## config.mk

```make
export PLATFORM = sky130hd
export DESIGN_NAME = sd_axil_bridge
export DESIGN_NICKNAME = d
export VERILOG_FILES = /design/src/rtl/sd_axil_bridge.sv
export SDC_FILE = /design/constraint.sdc
export NUM_CORES = 1
export LEC_CHECK = 0
export CAP_MARGIN = 20
export CORE_MARGIN = 10
export CORE_UTILIZATION = 35
export DETAILED_ROUTE_END_ITERATION = 8
export GPL_ROUTABILITY_DRIVEN = 0
export PLACE_DENSITY = 0.77
export SLEW_MARGIN = 20
export SYNTH_ARGS = -nofsm -noshare
export SYNTH_HDL_FRONTEND = slang
export SYNTH_SLANG_ARGS = --single-unit
export TNS_END_PERCENT = 30
```

## constraint.sdc

```tcl
create_clock -name msoc_clk -period 1.7 [get_ports msoc_clk]
set_input_delay 0.34 -clock msoc_clk [delete_from_list [all_inputs] [get_ports msoc_clk]]
set_output_delay 0.34 -clock msoc_clk [all_outputs]
set_load 0.01 [all_outputs]
```

## src/rtl/sd_axil_bridge.sv

```systemverilog
// AXI4-Lite slave to spisd register/buffer bus adapter, one outstanding access at a time.
// Optional SD_BRIDGE_ADDR_CHECK_EN: addr[15:14]==2'b01 is not forwarded and answers SLVERR.
module sd_axil_bridge #(
  parameter int ADDR_W = 16,
  parameter int DATA_W = 64,
  parameter int RD_LAT = 1
) (
  input  logic                msoc_clk,
  input  logic                sys_rst,
  input  logic [ADDR_W-1:0]   s_awaddr,
  input  logic                s_awvalid,
  output logic                s_awready,
  input  logic [DATA_W-1:0]   s_wdata,
  input  logic [DATA_W/8-1:0] s_wstrb,
  input  logic                s_wvalid,
  output logic                s_wready,
  output logic [1:0]          s_bresp,
  output logic                s_bvalid,
  input  logic                s_bready,
  input  logic [ADDR_W-1:0]   s_araddr,
  input  logic                s_arvalid,
  output logic                s_arready,
  output logic [DATA_W-1:0]   s_rdata,
  output logic [1:0]          s_rresp,
  output logic                s_rvalid,
  input  logic                s_rready,
  output logic                spisd_en,
  output logic                spisd_we,
  output logic [DATA_W/8-1:0] spisd_be,
  output logic [ADDR_W-1:0]   spisd_addr,
  output logic [DATA_W-1:0]   spisd_wrdata,
  input  logic [DATA_W-1:0]   spisd_rddata
);

  localparam int BE_W  = DATA_W / 8;
  localparam int CNT_W = $clog2(RD_LAT + 1);
  localparam logic [1:0] OKAY   = 2'b00;
  localparam logic [1:0] SLVERR = 2'b10;

  typedef enum logic [2:0] {IDLE, WR_ISSUE, WR_RESP, RD_ISSUE, RD_WAIT, RD_RESP} state_t;

  state_t           state;
  logic             prio_wr;
  logic             unmapped;
  logic [CNT_W-1:0] cnt;
  logic             wr_pend, rd_pend, take_wr, take_rd;
  logic             hole_aw, hole_ar;

`ifdef SD_BRIDGE_ADDR_CHECK_EN
  assign hole_aw = (s_awaddr[15:14] == 2'b01);
  assign hole_ar = (s_araddr[15:14] == 2'b01);
`else
  assign hole_aw = 1'b0;
  assign hole_ar = 1'b0;
`endif

  // AW is only taken together with W; prio breaks ties and flips only on a real tie.
  assign wr_pend = s_awvalid & s_wvalid;
  assign rd_pend = s_arvalid;
  assign take_wr = wr_pend & (~rd_pend | prio_wr);
  assign take_rd = rd_pend & (~wr_pend | ~prio_wr);

  always_ff @(posedge msoc_clk) begin
    if (sys_rst) begin
      state        <= IDLE;
      prio_wr      <= 1'b1;
      unmapped     <= 1'b0;
      cnt          <= '0;
      s_awready    <= 1'b0;
      s_wready     <= 1'b0;
      s_arready    <= 1'b0;
      s_bvalid     <= 1'b0;
      s_bresp      <= OKAY;
      s_rvalid     <= 1'b0;
      s_rresp      <= OKAY;
      s_rdata      <= '0;
      spisd_en     <= 1'b0;
      spisd_we     <= 1'b0;
      spisd_be     <= '0;
      spisd_addr   <= '0;
      spisd_wrdata <= '0;
    end else begin
      spisd_en <= 1'b0;
      spisd_we <= 1'b0;
      case (state)
        IDLE: begin
          if (take_wr) begin
            s_awready    <= 1'b1;
            s_wready     <= 1'b1;
            spisd_addr   <= s_awaddr;
            spisd_wrdata <= s_wdata;
            spisd_be     <= s_wstrb;
            unmapped     <= hole_aw;
            if (rd_pend) prio_wr <= 1'b0;
            state        <= WR_ISSUE;
          end else if (take_rd) begin
            s_arready  <= 1'b1;
            spisd_addr <= s_araddr;
            spisd_be   <= '1;
            unmapped   <= hole_ar;
            if (wr_pend) prio_wr <= 1'b1;
            state      <= RD_ISSUE;
          end
        end
        // First cycle carries the AW/W handshake, second is the spisd strobe cycle.
        WR_ISSUE: begin
          if (s_awready) begin
            s_awready <= 1'b0;
            s_wready  <= 1'b0;
            if (spisd_be == '0) begin
              s_bvalid <= 1'b1;
              s_bresp  <= OKAY;
              state    <= WR_RESP;
            end else begin
              spisd_en <= ~unmapped;
              spisd_we <= ~unmapped;
            end
          end else begin
            s_bvalid <= 1'b1;
            s_bresp  <= unmapped ? SLVERR : OKAY;
            state    <= WR_RESP;
          end
        end
        WR_RESP: begin
          if (s_bready) begin
            s_bvalid <= 1'b0;
            state    <= IDLE;
          end
        end
        RD_ISSUE: begin
          s_arready <= 1'b0;
          spisd_en  <= ~unmapped;
          cnt       <= CNT_W'(RD_LAT);
          state     <= RD_WAIT;
        end
        RD_WAIT: begin
          if (cnt == '0) begin
            s_rvalid <= 1'b1;
            s_rdata  <= unmapped ? '0 : spisd_rddata;
            s_rresp  <= unmapped ? SLVERR : OKAY;
            state    <= RD_RESP;
          end else begin
            cnt <= cnt - 1'b1;
          end
        end
        RD_RESP: begin
          if (s_rready) begin
            s_rvalid <= 1'b0;
            state    <= IDLE;
          end
        end
        default: state <= IDLE;
      endcase
    end
  end

  logic unused_be_w;
  assign unused_be_w = (BE_W == 0);

endmodule

```

; Yosys cells after proc, flatten, opt, wreduce, memory -nomap -nowiden
; Cells that the tools add are included.
[word_totals]
regBits = 169
wordCells = 107
[op_classes]
n_addsub = 1
n_eq_ne = 16
n_mux = 41
bitwise_logic = 11
n_reduce_logical = 21
[ops]
columns = cell, count
row1 = two-way mux 64 bit, 1
row2 = two-way mux 16 bit, 2
row3 = two-way mux 3 bit, 7
row4 = two-way mux 1 bit, 18
row5 = one-hot mux 3 bit (6 select lines), 1
row6 = two-way mux 8 bit, 2
row7 = "inequality test 2 bit, second input constant", 8
row8 = one-hot mux 1 bit (2 select lines), 7
row9 = nonzero test 2 bit, 7
row10 = AND reduction 3 bit, 4
row11 = AND reduction 2 bit, 5
row12 = logical NOT 8 bit, 1
row13 = "== test 3 x 2 -> 1 bit, second input constant", 2
row14 = "== test 3 bit, second input constant", 2
row15 = two-way mux 2 bit, 3
row16 = "inequality test 3 bit, second input constant", 2
row17 = NOT 1 bit, 6
row18 = AND reduction 5 bit, 1
row19 = AND reduction 4 bit, 1
row20 = bitwise AND 1 bit, 3
row21 = "== test 3 x 1 -> 1 bit, second input constant", 1
row22 = logical NOT 3 bit, 1
row23 = "inequality test 2 x 1 -> 1 bit, second input constant", 1
row24 = bitwise OR 1 bit, 2
row25 = other kinds (2), 2

; Depth between registers and ports, before layout
[depth]
ltp_word = 7
ltp_mapped = 7

; Least setup slack after synthesis
; Ideal clock, no wire load.
[synth_path]
path_kind = register -> register
start = register state[1]
end = register s_rdata[27]
setup_time_ns = 0.132
t_arrival_ns = 1.521
t_required_ns = 1.568
slack_ns = 0.047
path_stages_with_launch = 7
path_buffers = 3
path_cell_list = dfxtp_1 -> buf_2 -> or4b_2 -> clkbuf_1 -> buf_2 -> nand2_1 -> a21oi_1
[synth_between]
elab_chain_len = 2
[synth_rtl]
columns = element, line_no
row1 = start: declaration, 42  ; state_t state;
row2 = start signal: assignment, 65  ; state <= IDLE;
row3 = start signal: assignment, 95  ; state <= WR_ISSUE;
row4 = start signal: assignment, 102  ; state <= RD_ISSUE;
row5 = == test 3 bit, 85  ; case (state)
row6 = AND reduction 2 bit (no source line), n/a
row7 = end signal: assignment, 139  ; s_rdata <= unmapped ? '0 : spisd_rddata;
row8 = end: declaration, 23  ; output logic [DATA_W-1:0] s_rdata,
; Every way passes these cells.
; A chain may end at the register's enable or synchronous reset.

; Worst setup path after layout
[layout_path]
start = register state[2]
end = register state[0]
[layout_between]
elab_chain_len = 3
word_cells_on_any_way = 13
classes_between = 10 x eq/ne / 1 x mux / 2 x reduce/logical
[layout_rtl]
columns = element, line_no
row1 = == test 3 x 1 -> 1 bit (tied with other cells), 85
row2 = inequality test 3 bit (no source line) / inequality test 2 bit (equally long branches), n/a
row3 = AND reduction 5 bit (no source line), n/a
; Several ways; a longest one is shown, not always the timed one.

==> flow_summary.yaml <==
sta:
  hold_viol: 0
  fin_skew_ns: 0.0156
  setup_tns_ns: -0.00714
  fin_hold_ws_ns: 0.321
  fin_crit_sh: 1.00
  min_period_ns: 1.71
  fin_ws_ns: -0.00714
  rsz0062_at_grt: "true"
  fmax_mhz: 586
  slew_viol_final: 0
  setup_viol: 1
die:
  start_util: 0.359
  die_w_um: 151
  die_area_um2: 22700
  die_h_um: 151
  row_count: 47
  core_area_um2: 16700
  io_pins: 338
layout:
  fin_area_um2: 10500
  nNetsFinal: 1278
  area_growth_pct: 76.0
  layout.cells.most_common: "nand2_1"
  mostFrequentLayoutCells: "nand2_1, clkdlybuf4s50_1, dfxtp_1, a21oi_1, buf_4"
  post-route-util: 0.631
  diodes: 0
  fillers: 1413
  drive_gt1_frac: 0.0825
yosys:
  synth_largest_area_cell: "dfxtp_1"
  synth_top_area_share: 0.548
  synthCells: 758
  yosysSeqAreaShare: 0.548
  synthDistinctLibCells: 35
  synth_area_leaders: "dfxtp_1, nand2_1, a21oi_1"
  synth_area_per_cell_um2: 7.90
  synth-edff-count: 0
  async_flop_share: 0
  yosysWarnings: 0
  netlist_area_um2: 5990
  ys.flop_type: "dfxtp_1"
  yosys_register_bits: 164
critical_path:
  cp_num_buf_inv: 1
  slowest_stage: "or4b_4"
  crit_path_max_fanout: 4
  critPathKind: "reg2reg"
  required_ns: 2.03
  crit_path_end_kind: "register"
  start_kind: "register"
  crit_arrival_ns: 2.04
  crit_path_max_incr_delay_ns: 0.53
  cp_cell_sequence: "buf_4 > or4b_4 > a21boi_1 > a311o_1 > o21ai_0"
  crit_family: "compound AO/OA/AOI/OAI gates"
job:
  max_cap_viol_count: 0
placed_design:
  placed_cell_area_um2: 9820
  port_buffers: 333
  hpwlAfterDp_mm: 16.8
cts:
  cts.sinks: 164
  cts_buffers: 17
  tritoncts: "built"
  clkTransAtPathRegs_ns: 0.07
  ctsHoldBuffers: 0
  clockRootBuffer: "clkbuf_16"
  insertion_delay_ns: 0.42
  cts-htree-levels: 4
  cts_buffer_depth: 2
route:
  drc_errors: 0
  vias_per_cell: 4.70
  wl_per_cell_um: 16.8
  drt_pass1_iterations: 4
  first_iter_violations: 316
  wl_mm: 22.4
  detail-route-antenna-nets: 0
  vias: 6277
worst_hold_path:
  hp-class: "in2reg"
global_routing:
  gr-total-overflow: 0
  grt_util_all_layers: 0.184
  grt_pass1_vias: 5988
  antenna_found_initial: 0
  grt_pass1_wl_mm: 32.9
  grt_max_degree: 65
run_status:
  status: "finished with violations"
  failed_checks: "negative setup slack"
power_and_ir_drop:
  power.density_nw_per_um2: 1200
  p_leak_nw: 4.40
  peakVddDrop_mv: 0.632
[routing by layer]
layer	share of wire	wire, um	up-vias	GRT usage
met3	0.12	2630	24	0.0874
met1	0.38	8510	2831	0.203
met2	0.49	10900	250	0.304
li1	-	-	3172	-
met5	0	0	-	0
met4	0.017	377	0	0.0640
[registers in the layout, summed over array words and instances (netlist names)]
| register | flops |
|---|---|
| s_bvalid | 1 |
| cnt | 1 |
| s_rvalid | 1 |
| s_awready | 1 |
| spisd_addr | 16 |
| spisd_be | 8 |
| spisd_wrdata | 64 |
| prio_wr | 1 |
| s_arready | 1 |
| s_rdata | 64 |
| state | 3 |
| spisd_en | 1 |
| spisd_we | 1 |
| s_wready | 1 |
[final timing paths]
path	startpoint	to	slack, ns	cells past startpoint
worst max-delay path	state[2]	state[0]	-0.007	5
worst min-delay path	sys_rst	s_rdata[12]	0.32	2
worst max register to register	state[2]	state[0]	-0.007	5
worst min register to register	s_rdata[21]	s_rdata[21]	0.45	2
[worst reg2reg max path, stage by stage (launching register included)]
cell and delay (ns):
dfxtp_2 0.35, buf_4 0.15, or4b_4 0.54, a21boi_1 0.16, a311o_1 0.36, o21ai_0 0.07
[report_power, final]
part / switching, mW / internal, mW
registers: 0.316 / 4.42
clock network: 1.57 / 2.28
logic: 1.93 / 2.16
total: 3.82 / 8.87
[cell families after synthesis]
kind of cell / count (synthesis) / share of synthesized area
AO/OA/AOI/OAI: 189 / 0.172
XOR/XNOR: 1 / 0.00146
buffers and inverters: 62 / 0.0524
flip-flops: 164 / 0.548
other: 1 / 0.000626
AND/OR/NAND/NOR: 341 / 0.225
[cell usage after synthesis, types with 2 or more instances]
cell and n:
nand2_1 299, dfxtp_1 164, a21oi_1 144, clkbuf_1 38
nor2_1 22, o21ai_0 19, a311oi_1 16, buf_2 11
buf_6 7, buf_4 4, nand3_1 4, nor2b_1 3
inv_1 2, nor4_1 2, o211ai_1 2, or3_1 2
[through the flow]
step           worst slack [ns]  std cells  total power [mW]
2_1_floorplan            0.0466        761              6.61
3_3_place_gp             -0.203       1301              8.85
3_5_place_dp             -0.243       1301              8.91
4_1_cts                 -0.0197       1333              12.8
5_1_grt                 -0.0576       1335              13.4
6_report               -0.00714       1335              12.7
[area by class of cell]
class | instances | area, um^2 | share of cell area
Multi-Input combinational cell | 535 | 2440 | 0.231
Tap cell | 220 | 275 | 0.0261
Timing Repair Buffer | 383 | 3940 | 0.374
Clock inverter | 10 | 124 | 0.0117
Sequential cell | 164 | 3290 | 0.312
Clock buffer | 21 | 470 | 0.0446
Inverter | 2 | 7.51 | 0.000712
[repair_timing]
action	4_1_cts	5_1_grt
cloned	0	1
endpoints found under the setup margin	78	101
resized for setup	16	39
buffers inserted	1	1
pin swaps	1	1
No activity file was read; power rests on OpenSTA's default activity.
